**src/rtl/subleq_io_pkg.sv**
```systemverilog
// Shared types and constants for the SUBLEQ operator-input path.
package subleq_io_pkg;

    localparam int DATA_W_DEF = 64;

    typedef enum logic [0:0] {
        IDLE    = 1'b0,
        PENDING = 1'b1
    } state_t;

    // Counter width able to hold DEBOUNCE_CYCLES-1; never narrower than one bit.
    function automatic int debounce_cnt_w(input int cycles);
        return (cycles <= 2) ? 1 : $clog2(cycles);
    endfunction

endpackage

```
**src/rtl/subleq_input_port_if.sv**
```systemverilog
// CPU-facing handshake and status bundle of the operator-input port.
interface subleq_input_port_if #(
    parameter int DATA_W = subleq_io_pkg::DATA_W_DEF
);
    logic              in_valid;
    logic              in_ready;
    logic [DATA_W-1:0] in_data;
    logic              pending;
    logic              overrun;

    modport master (output in_valid, in_data, pending, overrun, input in_ready);
    modport slave  (input in_valid, in_data, pending, overrun, output in_ready);
endinterface

```
**src/rtl/button_debouncer.sv**
```systemverilog
// Synchronise, debounce and rising-edge detect one button.
// Pulse appears SYNC_STAGES + DEBOUNCE_CYCLES cycles after a steady press; no backpressure.
module button_debouncer
    import subleq_io_pkg::*;
#(
    parameter int SYNC_STAGES     = 2,
    parameter int DEBOUNCE_CYCLES = 1000000
) (
    input  logic clk,
    input  logic rst,
    input  logic btn,
    output logic pulse
);
    localparam int CNT_W = debounce_cnt_w(DEBOUNCE_CYCLES);
    localparam logic [CNT_W-1:0] CNT_LAST = CNT_W'(DEBOUNCE_CYCLES - 1);

    logic [SYNC_STAGES-1:0] sync_q;
    logic [CNT_W-1:0]       cnt_q;
    logic                   stable_q;
    logic                   stable_d_q;

    always_ff @(posedge clk) begin
        if (rst) begin
            sync_q     <= '0;
            cnt_q      <= '0;
            stable_q   <= 1'b0;
            stable_d_q <= 1'b0;
        end else begin
            sync_q     <= {sync_q[SYNC_STAGES-2:0], btn};
            stable_d_q <= stable_q;
            // Any return to the stable level restarts the qualification window.
            if (sync_q[SYNC_STAGES-1] == stable_q) begin
                cnt_q <= '0;
            end else if (cnt_q == CNT_LAST) begin
                stable_q <= ~stable_q;
                cnt_q    <= '0;
            end else begin
                cnt_q <= cnt_q + 1'b1;
            end
        end
    end

    assign pulse = stable_q & ~stable_d_q;

endmodule

```
**src/rtl/subleq_input_port.sv**
```systemverilog
// Captures a debounced switch word on submit and holds it on a valid/ready port until taken.
// SUBLEQ_INPUT_SIGN_EXTEND_EN selects sign- instead of zero-extension of the switch word.
module subleq_input_port
    import subleq_io_pkg::*;
#(
    parameter int DATA_W          = DATA_W_DEF,
    parameter int SW_W            = 16,
    parameter int DEBOUNCE_CYCLES = 1000000,
    parameter int SYNC_STAGES     = 2
) (
    input  logic                 clk,
    input  logic                 rst,
    input  logic [SW_W-1:0]      sw,
    input  logic                 btn_submit,
    input  logic                 btn_cancel,
    subleq_input_port_if.master  bus
);
    logic              submit_p;
    logic              cancel_p;
    logic [SW_W-1:0]   sw_sync_q [SYNC_STAGES];
    logic [DATA_W-1:0] sw_ext;

    state_t            state_q, state_d;
    logic [DATA_W-1:0] data_q, data_d;
    logic              overrun_q, overrun_d;

    button_debouncer #(.SYNC_STAGES(SYNC_STAGES), .DEBOUNCE_CYCLES(DEBOUNCE_CYCLES)) u_submit (
        .clk(clk), .rst(rst), .btn(btn_submit), .pulse(submit_p)
    );

    button_debouncer #(.SYNC_STAGES(SYNC_STAGES), .DEBOUNCE_CYCLES(DEBOUNCE_CYCLES)) u_cancel (
        .clk(clk), .rst(rst), .btn(btn_cancel), .pulse(cancel_p)
    );

    // Switches are only sampled on a submit pulse, so they are synchronised but not debounced.
    always_ff @(posedge clk) begin
        if (rst) begin
            for (int i = 0; i < SYNC_STAGES; i++) sw_sync_q[i] <= '0;
        end else begin
            sw_sync_q[0] <= sw;
            for (int i = 1; i < SYNC_STAGES; i++) sw_sync_q[i] <= sw_sync_q[i-1];
        end
    end

`ifdef SUBLEQ_INPUT_SIGN_EXTEND_EN
    assign sw_ext = {{(DATA_W-SW_W){sw_sync_q[SYNC_STAGES-1][SW_W-1]}}, sw_sync_q[SYNC_STAGES-1]};
`else
    assign sw_ext = {{(DATA_W-SW_W){1'b0}}, sw_sync_q[SYNC_STAGES-1]};
`endif

    always_ff @(posedge clk) begin
        if (rst) begin
            state_q   <= IDLE;
            data_q    <= '0;
            overrun_q <= 1'b0;
        end else begin
            state_q   <= state_d;
            data_q    <= data_d;
            overrun_q <= overrun_d;
        end
    end

    always_comb begin
        state_d   = state_q;
        data_d    = data_q;
        overrun_d = overrun_q;
        case (state_q)
            IDLE: begin
                if (submit_p) begin
                    state_d = PENDING;
                    data_d  = sw_ext;
                    if (cancel_p) overrun_d = 1'b0;
                end else if (cancel_p) begin
                    overrun_d = 1'b0;
                end
            end
            PENDING: begin
                // A completing transfer outranks cancel; a same-cycle submit refills the slot.
                if (bus.in_ready) begin
                    if (submit_p) data_d = sw_ext;
                    else          state_d = IDLE;
                end else if (cancel_p) begin
                    state_d   = IDLE;
                    overrun_d = 1'b0;
                end else if (submit_p) begin
                    overrun_d = 1'b1;
                end
            end
        endcase
    end

    assign bus.in_valid = (state_q == PENDING);
    assign bus.pending  = (state_q == PENDING);
    assign bus.in_data  = data_q;
    assign bus.overrun  = overrun_q;

endmodule

```
**src/flat_wrapper.sv**
```systemverilog
// flat-port wrapper written by rule: the top's interface ports become plain ports
module subleq_input_port_flat import subleq_io_pkg::*;
#(
    parameter int DATA_W          = DATA_W_DEF,
    parameter int SW_W            = 16,
    parameter int DEBOUNCE_CYCLES = 1000000,
    parameter int SYNC_STAGES     = 2
)
  (clk, rst, sw, btn_submit, btn_cancel, bus_in_valid, bus_in_data, bus_pending, bus_overrun, bus_in_ready);
  subleq_input_port_if #(.DATA_W(DATA_W)) bus_i ();
  input  logic clk;
  input  logic rst;
  input  logic [SW_W-1:0] sw;
  input  logic btn_submit;
  input  logic btn_cancel;
  output wire logic [$bits(bus_i.in_valid)-1:0] bus_in_valid;
  output wire logic [$bits(bus_i.in_data)-1:0] bus_in_data;
  output wire logic [$bits(bus_i.pending)-1:0] bus_pending;
  output wire logic [$bits(bus_i.overrun)-1:0] bus_overrun;
  input wire logic [$bits(bus_i.in_ready)-1:0] bus_in_ready;
  assign bus_in_valid = bus_i.in_valid;
  assign bus_in_data = bus_i.in_data;
  assign bus_pending = bus_i.pending;
  assign bus_overrun = bus_i.overrun;
  assign bus_i.in_ready = bus_in_ready;
  subleq_input_port #(.DATA_W(DATA_W), .SW_W(SW_W), .DEBOUNCE_CYCLES(DEBOUNCE_CYCLES), .SYNC_STAGES(SYNC_STAGES)) u_core (.clk(clk), .rst(rst), .sw(sw), .btn_submit(btn_submit), .btn_cancel(btn_cancel), .bus(bus_i));
endmodule
```
**config.mk**
```make
export PLATFORM = sky130hd
export DESIGN_NAME = subleq_input_port_flat
export DESIGN_NICKNAME = d
export VERILOG_FILES = /design/src/rtl/subleq_io_pkg.sv /design/src/rtl/subleq_input_port_if.sv /design/src/rtl/button_debouncer.sv /design/src/rtl/subleq_input_port.sv /design/src/flat_wrapper.sv
export SDC_FILE = /design/constraint.sdc
export NUM_CORES = 1
export LEC_CHECK = 0
export CAP_MARGIN = 5
export CORE_MARGIN = 2
export CORE_UTILIZATION = 28
export CTS_CLUSTER_SIZE = 30
export DETAILED_ROUTE_END_ITERATION = 8
export GPL_TIMING_DRIVEN = 0
export SYNTH_ARGS = -nofsm -noshare
export SYNTH_HDL_FRONTEND = slang
export SYNTH_SLANG_ARGS = --single-unit
export TNS_END_PERCENT = 50
```
**constraint.sdc**
```tcl
create_clock -name clk -period 2.8 [get_ports clk]
set_input_delay 0.7 -clock clk [delete_from_list [all_inputs] [get_ports clk]]
set_output_delay 0.7 -clock clk [all_outputs]
set_load 0.02 [all_outputs]
```
==> impl_metrics.json <==
{
  "status": "complete, no violations",
  "post-route-period-util": 0.815,
  "layout_common_cells": "dfxtp_1 (98), buf_4 (50), conb_1 (48), nand2_1 (47), nor2b_1 (40)",
  "cts_tree": "done",
  "wl_per_cell_microns": 9.91,
  "p_int_w": 0.00220,
  "fin_util": 0.364,
  "required_ns": 3.01,
  "maxSlewViolCount": 0,
  "die_width_microns": 122,
  "areaGrowthSynthToFinish_pct": 27.7,
  "cts_resized": 0,
  "leakage_nw": 1.84,
  "post-dp-hpwl_microns": 5350,
  "first_pass_iters": 4,
  "irDropWorstVdd_mv": 0.283,
  "initial_core_util": 0.285,
  "combPwrFrac": 0.065,
  "wl_microns": 7060,
  "cp_slowest_stage_delay_ns": 0.43,
  "rsz0062_at_grt": "false",
  "ios": 88,
  "powerDensity_mw_per_mm2": 560,
  "drtIter0Drc": 155,
  "antenna_found_initial": 0,
  "worst_skew_pair.late_latency_ns": 0.33,
  "nNetsFinal": 550,
  "swShare": 0.215,
  "grt_pass1_vias": 2489,
  "vias_per_cell": 4.08,
  "synth_edf_count": 0,
  "ys.flop_type": "dfxtp_1",
  "vias": 2908,
  "grt_max_degree": 17,
  "crit_type": "reg -> reg",
  "cap_violations": 0,
  "crit_path_end_kind": "flip-flop",
  "place.port_buffers": 39,
  "hold_class": "reg -> reg",
  "worst_pin_slew_ns": 0.507,
  "yosysSeqAreaShare": 0.500,
  "cts_setup_buffers": 0,
  "worstSetupStartpointType": "flip-flop",
  "drc": 0,
  "routabilityCongestion": 0.761,
  "ant_nets": 0,
  "clkTransAtPathRegs_ns": 0.06,
  "final_common_cell": "dfxtp_1",
  "dp.cells": 696,
  "numCtsBuffers": 9,
  "clockBufferDepth": 2,
  "core_sq_mm": 0.0138,
  "fp.dieH_microns": 122,
  "synth.distinct_cells": 35,
  "grt_pass1_wl_microns": 11300,
  "final_cells": 712,
  "worst_hold_slack_ns": 0.434,
  "cts.sinks": 98,
  "setup_violations": 0,
  "antenna_cells": 0,
  "num_rows": 43,
  "max_freq_ghz": 0.438,
  "tns_ns": 0,
  "grtUsageTotal": 0.0960,
  "worst-path-buf-inv": 1,
  "yosys_register_bits": 98,
  "ys_top_cells_by_area": "dfxtp_1 (50%), buf_4 (9.6%), nor2b_1 (6.4%), nand2_1 (4.5%), a21oi_1 (3.8%)",
  "h-tree-depth": 3,
  "overflow": 0,
  "hold_viol": 0,
  "syn_inst": 430,
  "cp_slowest_cell": "o21ai_2",
  "final.fill_count": 1393,
  "syn_avg_cell_area_sq_um": 9.12,
  "holdBufCountCts": 0,
  "ys_async_sr_fraction": 0,
  "synth_top_area_frac": 0.500,
  "cp_max_fo": 10,
  "power_frac_seq": 0.508,
  "critical-path-top-delay-family": "simple AND/OR/NAND/NOR gates",
  "relSlewSlack": 0.662,
  "ctsRootBufferMaster": "clkbuf_16",
  "syn_area_sq_mm": 0.00392,
  "p_sw_w": 0.000602,
  "arrival_ns": 2.49,
  "dieArea_sq_mm": 0.0150,
  "min_period_ns": 2.28,
  "fin_worst_skew_ns": 0.00454,
  "yosysTopAreaCell": "dfxtp_1",
  "synth_warnings": 0,
  "p_clk_frac": 0.427,
  "critical_path.cell_chain": "ha_1, nand3_1, or2_2, o21ai_2, clkbuf_1, nor2_1",
  "drive_gt1_frac": 0.132
}
[logic make-up after synthesis]
group | Yosys count | synth area share
AOI/OAI and AO/OA | 47 | 0.0689
xor gates and xnor gates | 26 | 0.0581
adders and majority gates | 2 | 0.00638
buffers and inverters | 69 | 0.114
DFF | 98 | 0.500
other | 1 | 0.000956
and+or+nand+nor | 187 | 0.251
[metrics by stage]
step / setup slack [ns] / total power, W / area, sq um
after floorplan: 0.873 / 0.00159 / 4100
after global placement: 0.353 / 0.00164 / 4710
after detailed placement: 0.330 / 0.00164 / 4710
after CTS: 0.462 / 0.00285 / 5010
after global routing: 0.284 / 0.00292 / 5010
final: 0.519 / 0.00281 / 5010
[synth_stat cells (all sizes together) (9+ instances only)]
master / number
or3: 10
a21oi: 30
xnor2: 15
o21ai: 9
dfxtp: 98
nand3: 13
nand4: 9
clkbuf: 12
xor2: 11
nor2: 35
buf: 50
nand2: 47
nor2b: 40
[routing by layer]
metal	vias to the layer above	global-route usage	routed length, microns
met5	-	0	0
met4	0	0.0539	92
met3	8	0.0223	385
met2	68	0.159	3330
met1	1301	0.115	3250
li1	1531	-	-
[layout make-up]
cell class,instances,area (sq um),area share
multi-input combinational,310,1690,0.337
sequential,98,1960,0.392
buffer,62,420,0.0840
clock buffer,11,233,0.0465
timing repair buffer,39,390,0.0780
clock inverter,5,61.3,0.0122
tap,180,225,0.0450
inverter,7,26.3,0.00525
[path summary, 6_finish.rpt]
kind	from	endpoint	slack (ns)	depth (start not counted)
max	u_core.u_submit.cnt_q[0]	u_core.u_submit.cnt_q[11]	0.52	6
max reg2reg	u_core.u_submit.cnt_q[0]	u_core.u_submit.cnt_q[11]	0.52	6
min reg2reg	u_core.sw_sync_q[0][22]	u_core.bus.in_data[6]	0.43	2
min	u_core.sw_sync_q[0][22]	u_core.bus.in_data[6]	0.43	2
[power by group through the flow]
| stage | registers (W) | clock network (W) | logic [W] |
|---|---|---|---|
| 6_report | 0.00142 | 0.00120 | 0.000182 |
| 3_3_place_gp | 0.00146 | 0 | 0.000181 |
| 4_1_cts | 0.00142 | 0.00124 | 0.000182 |
| 2_1_floorplan | 0.00145 | 0 | 0.000140 |
| 3_5_place_dp | 0.00146 | 0 | 0.000182 |
| 5_1_grt | 0.00143 | 0.00130 | 0.000199 |
[sequential cells by signal, summed over array words and instances, names as in the netlist]
name / flops
u_core.u_submit.cnt_q: 20
u_core.sw_sync_q: 32
u_core.u_cancel.stable_d_q: 1
u_core.u_submit.sync_q: 2
u_core.u_cancel.sync_q: 2
u_core.u_cancel.cnt_q: 20
u_core.bus.in_valid: 1
u_core.u_submit.stable_d_q: 1
u_core.u_submit.stable_q: 1
u_core.u_cancel.stable_q: 1
u_core.bus.in_data: 16
u_core.bus.overrun: 1
[worst register-to-register path, stage by stage, from the launching register on]
cell and delay [ns]:
dfxtp_1 0.37, ha_1 0.21, nand3_1 0.24, or2_2 0.41, o21ai_2 0.43, clkbuf_1 0.39, nor2_1 0.10
Note: power is estimated with default switching activity, not from simulation.
